## src/rtl/pipe_hazard_scoreboard.sv

```systemverilog
// pipe_hazard_scoreboard: tracks in-flight writers to drive stall, flush and forwarding selects
module pipe_hazard_scoreboard #(
    parameter int REG_ADDR_W = 5,
    parameter int DEPTH      = 3,
    parameter int FWD_EN     = 1,
    parameter int BR_SLOT    = 1,
    parameter int CNT_W      = 32
) (
    input  logic                  clk,
    input  logic                  rst,
    input  logic                  issue_valid,
    input  logic [REG_ADDR_W-1:0] issue_rd,
    input  logic                  issue_regwrite,
    input  logic                  issue_memread,
    input  logic [REG_ADDR_W-1:0] rs1,
    input  logic [REG_ADDR_W-1:0] rs2,
    input  logic                  rs1_used,
    input  logic                  rs2_used,
    input  logic                  branch_taken,
    output logic                  stall,
    output logic                  flush,
    output logic [1:0]            fwd_a,
    output logic [1:0]            fwd_b,
    output logic [CNT_W-1:0]      stall_cnt,
    output logic [CNT_W-1:0]      flush_cnt
);
    logic [DEPTH-1:0]      valid_q, valid_d, regwrite_q, regwrite_d, memread_q, memread_d;
    logic [REG_ADDR_W-1:0] rd_q [DEPTH];
    logic [REG_ADDR_W-1:0] rd_d [DEPTH];
    logic [1:0]            fwd_a_q, fwd_a_d, fwd_b_q, fwd_b_d;
    logic [CNT_W-1:0]      stall_cnt_q, stall_cnt_d, flush_cnt_q, flush_cnt_d;
    logic [DEPTH-1:0]      hit1, hit2;
    logic                  issue;

    // Nearest producer wins; a load in slot 0 cannot forward yet (that case stalls instead)
    function automatic logic [1:0] fwd_sel(input logic h0, input logic h1, input logic mr0);
        return (h0 && !mr0) ? 2'b10 : h1 ? 2'b01 : 2'b00;
    endfunction

    // Per-slot RAW matches for each used, non-x0 source
    always_comb begin
        for (int i = 0; i < DEPTH; i++) begin
            hit1[i] = rs1_used && rs1 != '0 && valid_q[i] && regwrite_q[i] && rd_q[i] == rs1;
            hit2[i] = rs2_used && rs2 != '0 && valid_q[i] && regwrite_q[i] && rd_q[i] == rs2;
        end
    end

    // Hazard decisions, next scoreboard contents, forwarding selects and counters
    always_comb begin
        flush = !rst && branch_taken;
        stall = !rst && issue_valid && !branch_taken &&
                ((FWD_EN != 0) ? ((hit1[0] || hit2[0]) && memread_q[0]) : |(hit1 | hit2));
        issue = issue_valid && !stall && !flush;
        valid_d[0]    = issue;
        rd_d[0]       = issue_rd;
        regwrite_d[0] = issue_regwrite;
        memread_d[0]  = issue_memread;
        for (int i = 1; i < DEPTH; i++) begin
            valid_d[i]    = valid_q[i-1] && !(flush && (i - 1) < BR_SLOT);
            rd_d[i]       = rd_q[i-1];
            regwrite_d[i] = regwrite_q[i-1];
            memread_d[i]  = memread_q[i-1];
        end
        fwd_a_d     = (issue && FWD_EN != 0) ? fwd_sel(hit1[0], hit1[1], memread_q[0]) : 2'b00;
        fwd_b_d     = (issue && FWD_EN != 0) ? fwd_sel(hit2[0], hit2[1], memread_q[0]) : 2'b00;
        stall_cnt_d = (stall && !(&stall_cnt_q)) ? stall_cnt_q + 1'b1 : stall_cnt_q;
        flush_cnt_d = (flush && !(&flush_cnt_q)) ? flush_cnt_q + 1'b1 : flush_cnt_q;
    end

    // State registers with asynchronous clear
    always_ff @(posedge clk or posedge rst) begin
        if (rst) begin
            valid_q     <= '0;
            regwrite_q  <= '0;
            memread_q   <= '0;
            for (int i = 0; i < DEPTH; i++) rd_q[i] <= '0;
            fwd_a_q     <= 2'b00;
            fwd_b_q     <= 2'b00;
            stall_cnt_q <= '0;
            flush_cnt_q <= '0;
        end else begin
            valid_q     <= valid_d;
            regwrite_q  <= regwrite_d;
            memread_q   <= memread_d;
            for (int i = 0; i < DEPTH; i++) rd_q[i] <= rd_d[i];
            fwd_a_q     <= fwd_a_d;
            fwd_b_q     <= fwd_b_d;
            stall_cnt_q <= stall_cnt_d;
            flush_cnt_q <= flush_cnt_d;
        end
    end

    assign fwd_a     = fwd_a_q;
    assign fwd_b     = fwd_b_q;
    assign stall_cnt = stall_cnt_q;
    assign flush_cnt = flush_cnt_q;
endmodule

```

## config.mk

```make
export PLATFORM = sky130hd
export DESIGN_NAME = pipe_hazard_scoreboard
export DESIGN_NICKNAME = d
export VERILOG_FILES = /design/src/rtl/pipe_hazard_scoreboard.sv
export SDC_FILE = /design/constraint.sdc
export NUM_CORES = 1
export LEC_CHECK = 0
export ABC_CLOCK_PERIOD_IN_PS = 8500
export CAP_MARGIN = 40
export CORE_ASPECT_RATIO = 0.8
export CORE_MARGIN = 4
export CORE_UTILIZATION = 40
export CTS_BUF_LIST = sky130_fd_sc_hd__clkbuf_8
export DETAILED_ROUTE_END_ITERATION = 7
export GPL_ROUTABILITY_DRIVEN = 0
export PLACE_DENSITY = 0.67
export SLEW_MARGIN = 20
export SYNTH_ARGS = -nofsm -noshare
export SYNTH_HDL_FRONTEND = slang
export SYNTH_SLANG_ARGS = --single-unit
export TNS_END_PERCENT = 20
```

## constraint.sdc

```tcl
create_clock -name clk -period 8.5 [get_ports clk]
set_input_delay 1.7 -clock clk [delete_from_list [all_inputs] [get_ports clk]]
set_output_delay 1.7 -clock clk [all_outputs]
set_load 0.01 [all_outputs]
```

# [After elaboration in Yosys (flattened, before gate mapping)]
# Cells that the tools add are included.
[totals] in_bits=23 register_bits=83 wordCells=59 out_inout_bits=70
[op_classes] add_sub_neg=2 muxes=6 n_reduce_logical=38 n_eq_ne=4
[op_table] op="$add 32x1->32 const B" count=2
[op_table] op="$reduce_and 32->1" count=2
[op_table] op="$logic_and 1x1->1" count=26
[op_table] op="$eq 5x5->1" count=4
[op_table] op="$reduce_bool 5->1" count=2
[op_table] op="$mux 2" count=4
[op_table] op="$logic_not 1->1" count=7
[op_table] op="$mux 1" count=2
[op_table] op="$logic_or 1x1->1" count=1

# [Logic depth before layout (Yosys ltp)]
[depth] depth_word=12 mapped_depth=8 depth_no_buf=7

# [Worst setup path after synthesis]
# Ideal clock, no wire load.
[synth_timing] path_type="input to output" startpoint="input port rst" endpoint="output port stall" path_stages=3 arrival_ps=4383 path_buffers=0 setup_slack_ps=2417 path_cell_list="inv_1 > nand4_1 > a21oi_1"
[synth_between] elab_chain_cells=4
[synth_lines] item="start, declared" line="10" text="input logic rst,"
[synth_lines] item="$logic_not 1->1 (no line)"
[synth_lines] item="$logic_and 1x1->1 (3 in a row)" line="51" text="stall = !rst && issue_valid && !branch_taken &&"
[synth_lines] item="end, declared" line="20" text="output logic stall,"
# No other way between the ends.

# [Worst setup path in the final report]
[layout_timing] startpoint="input port rs1[1]" endpoint="output port stall"
[layout_between] elab_chain_cells=8
[layout_lines] item="start, declared" line="15" text="input logic [REG_ADDR_W-1:0] rs1,"
[layout_lines] item="$reduce_bool 5->1"
[layout_lines] item="$logic_and 1x1->1"
[layout_lines] item="$logic_and 1x1->1 (2 in a row)" line="43" text="hit1[i] = rs1_used && rs1 != '0 && valid_q[i] && regwrite_q[i] && rd_q[i] == rs1;"
[layout_lines] item="$logic_and 1x1->1 *" line="43"
[layout_lines] item="$logic_or 1x1->1 *" line="52" text="((FWD_EN != 0) ? ((hit1[0] || hit2[0]) && memread_q[0]) : |(hit1 | hit2));"
[layout_lines] item="$logic_and 1x1->1 *" line="52"
[layout_lines] item="$logic_and 1x1->1 *" line="51"
# Every way passes the cells marked *; elsewhere a longest branch is shown, timed or not.

==> results.txt <==
* Run status: finished clean
- The largest total area in the synthesized netlist belongs to sky130_fd_sc_hd__dfrtp_1.
* Comb pwr share: 11.7%
- In this run the clock root is driven by a sky130_fd_sc_hd__clkbuf_8.
- After floorplanning, the core was divided into 31 placement rows.
- The synthesized design contains 83 register bits.
- Final slew viol count: 0
- Relative slew slack: 48.0%
- Clock-pin transition on the worst setup and hold timing paths: 70 ps
- Post-CTS setup repair buffer count: 0
- The cell family contributing the most delay on the critical path is buffers and inverters.
* Most repeated cell in the gate-level netlist after synthesis: sky130_fd_sc_hd__dfrtp_1
* Fillers: 822
- Net switching is 24.7% of the power.
* Critical path launch point type: input port
- In this run the worst path has a maximum fanout of 6.
* GRT Residual Overflow: 0
- Of the cells placed in the final design, the portion with a size suffix greater than 1 is 5.38%.
- Count of maximum capacitance violations: 0
- Finished Core Util: 55.7%
- Number of design-rule violations left by the first detailed-router iteration: 123
* Launch point of the worst hold path: regwrite_q[0]$_DFF_PP0_
- The worst hold path belongs to the class flip-flop to flip-flop.
* Number of CTS-inserted buffers: 9
* Placeable core region: 9150 um2
- The worst setup path is captured at an output port.
- Counting both buffers and inverters, the worst setup path holds a total of 2.
* Average via count per standard cell: 5.13
- The worst register-to-register path begins at rd_d[9]$_DFF_PP0_.
- NumNets Final: 466
* Leakage power of the design: 0.00210 uW
- The slowest stage of the critical path is the sky130_fd_sc_hd__clkdlybuf4s50_1 cell.
- Number of diodes added for antenna fixing: 0
- The first detailed-routing pass took 5 iterations.
- Mean instance size in the synthesized netlist: 11.2 um2
- For the worst setup path, the data arrival time is 4120 ps.
* Area grow syn2layout: 33.9%
* Final worst clock skew: 7.90 ps
* WL final: 8.63 mm
- Cell repeated most along the worst path: sky130_fd_sc_hd__clkdlybuf4s50_1
- Once the floorplan was initialized, standard cells occupied 41.6% of the core.
* Largest stage delay, worst path: 630 ps
* Fraction of the yosys area taken by sequential cells: 54.6%
- For this design, the sink count on the clock tree is 83.
- Routed via count: 2877
- At the pin with the least slew margin, the transition time is 778 ps.
* Number of remaining DRC errors: 0
- Area share of the largest cell type after synthesis: 54.6%
- Of the available clock period, the critical path in the final layout requires 68.5%.
- The hold violation total from the final report is 0.
- Commonest cells in the netlist: 83 x sky130_fd_sc_hd__dfrtp_1, 67 x sky130_fd_sc_hd__xnor2_1, 31 x sky130_fd_sc_hd__nand4_1, 30 x sky130_fd_sc_hd__nand2_1, 28 x sky130_fd_sc_hd__nand3_1
- The via count of the first global-routing pass is 2930.
- The worst setup path is of the input port to output port kind.
* Required time worst endpoint: 6800 ps
- Clock latency reported for the late side of the worst-skew pair: 360 ps
* Setup TNS: 0 ps
- The initial antenna violation count came to 0.
* Achievable clock frequency: 0.172 GHz
* Psw: 207 uW
- Wire length of the first global-routing pass: 14.5 mm
- The number of different library cells used by synthesis comes to 34.
- Sequential cells account for 52.5% of the total power.
* Multi-input combinational cell area: 1660 um2
* Synth top area cells: sky130_fd_sc_hd__dfrtp_1 55%, sky130_fd_sc_hd__xnor2_1 15%, sky130_fd_sc_hd__nand4_1 5.1%, sky130_fd_sc_hd__nand3_1 3.7%, sky130_fd_sc_hd__xor2_1 3.2%
- Cells after synthesis: 340
* Internal Dissipation: 631 uW
- Final setup violation count: 0
* Register-to-register path setup slack: 6070 ps
- 93 I/O pins were placed.
- IR Drop Worst-Case VDD: 0.0975 mV
* Cell Pwr Density: 164 nW/um2
* Horizontal die dimension: 117 um
- Cells along the critical path: clkdlybuf4s50_1 > xnor2_1 > nand4_1 > or4_4 > a21oi_1 > clkdlybuf4s50_1
- Post-CTS repair changed the size of 0 cells.
- Vertical extent of the die: 95.3 um
- Synthesized cell area: 3810 um2
- The longest clock path from root to sink contains 2 buffers.
- Seq. cell area: 2080 um2
- The synthesized design contains 0 enable-type register cells.
- Hold Buf Count CTS: 0
* Total routing resource utilization after global routing: 16.8%
* Clock power frac: 35.8%
- TritonCTS built the clock tree.
- The H-tree was split into 3 levels.
- Routed wire length per instance: 15.4 um
- Min Tclk post-route: 5820 ps
* Count of synthesis-stage warnings from yosys: 0
- The count of nets left with antenna violations once routing finished came out at 0.
* Setup repair after global routing missed its margin: false
* Number of nets produced by synthesis: 365
- Count of input and output buffers: 92
* Synth Flop Type: sky130_fd_sc_hd__dfrtp_1
- Once detailed placement completed, the half-perimeter wirelength came to 6.38 mm.
- For this run, asynchronously set or reset flops after synthesis account for 100%.
- Pin count of the biggest net entering global routing: 50
- The floorplan step defined a die boundary enclosing 11200 um2.
- Worst setup path start: rs1[1]
## placed cells by master, fill, tap and decap left out, types with 2 or more instances in the layout
master	n
sky130_fd_sc_hd__xnor2_1	67
sky130_fd_sc_hd__a31oi_1	2
sky130_fd_sc_hd__and2_1	4
sky130_fd_sc_hd__inv_1	10
sky130_fd_sc_hd__nor3_1	9
sky130_fd_sc_hd__nor2_1	13
sky130_fd_sc_hd__nand4_1	31
sky130_fd_sc_hd__bufinv_16	2
sky130_fd_sc_hd__or4_4	2
sky130_fd_sc_hd__xor2_1	14
sky130_fd_sc_hd__nor4_1	5
sky130_fd_sc_hd__and3_1	12
sky130_fd_sc_hd__o21ai_1	2
sky130_fd_sc_hd__nand2b_1	2
sky130_fd_sc_hd__clkinvlp_4	2
sky130_fd_sc_hd__and4_1	5
sky130_fd_sc_hd__nand2_1	30
sky130_fd_sc_hd__nand3_1	28
sky130_fd_sc_hd__or4_1	4
sky130_fd_sc_hd__ha_1	2
sky130_fd_sc_hd__clkbuf_8	9
sky130_fd_sc_hd__dfrtp_1	83
sky130_fd_sc_hd__clkdlybuf4s50_1	92
## worst reg2reg max path, delay by kind of cell (launching register included)
family,cells,cell delay [ps]
buffers and inverters,1,230
AND/OR/NAND/NOR,3,790
XOR/XNOR,2,360
AO/OA/AOI/OAI,1,500
flip-flops,1,440
## per-stage QoR
step / power [uW] / area (um2) / hold slack [ps] / cells / setup slack, ps
after floorplan: 487 / 3810 / 354 / 340 / 2420
after global placement: 543 / 4840 / 360 / 543 / 2740
after detailed placement: 548 / 4890 / 369 / 545 / 2650
after CTS: 852 / 5100 / 385 / 561 / 2660
after global routing: 882 / 5100 / 408 / 561 / 2560
final: 838 / 5100 / 383 / 561 / 2680
## state kept, by name, summed over array words and instances, names as in the netlist
name / flops
valid_q: 2
memread_q: 1
regwrite_q: 2
fwd_a: 2
fwd_b: 2
stall_cnt: 32
rd_d: 10
flush_cnt: 32
## power groups by stage
stage,combinational (uW),clock [uW],sequential (uW)
6_report,98.0,300,440
5_1_grt,109,329,444
4_1_cts,101,311,440
3_5_place_dp,100,0,448
3_3_place_gp,96.3,0,447
2_1_floorplan,37.3,0,450
## worst paths after layout
path                       cells after the start                   endpoint
hold reg to reg                                0    regwrite_q[1]$_DFF_PP0_
max in group asynchronous                      4  flush_cnt[14]$_DFFE_PP0P_
setup / recovery                               6                      stall
min in group asynchronous                      3         fwd_a[1]$_DFF_PP0_
hold / removal                                 0    regwrite_q[1]$_DFF_PP0_
setup reg to reg                               7  stall_cnt[15]$_DFFE_PP0P_
## metal layers
layer / track usage (%) / wire length (um) / up-vias
met2: 25.2 / 3850 / 80
met3: 5.14 / 480 / 11
li1: - / - / 1396
met4: 5.44 / 119 / 0
met1: 23.2 / 4180 / 1390
met5: 0 / 0 / -
## cells by family after synthesis
kind of cell	after synthesis	synth area share (%)
AOI/OAI and AO/OA	8	1.61
xor gates and xnor gates	81	18.6
adders and majority gates	2	0.657
buffers and inverters	13	1.71
DFF	83	54.6
muxes	2	0.559
and+or+nand+nor	151	22.3
## final cells by class
class	instances	share of cell area, %
Sequential cell	83	40.7
Tap cell	115	2.82
Inverter	8	0.614
Multi-Input combinational cell	244	32.6
Clock buffer	9	2.43
Clock inverter	7	1.69
Timing Repair Buffer	95	19.0
Note: power is estimated with default switching activity, not from simulation.
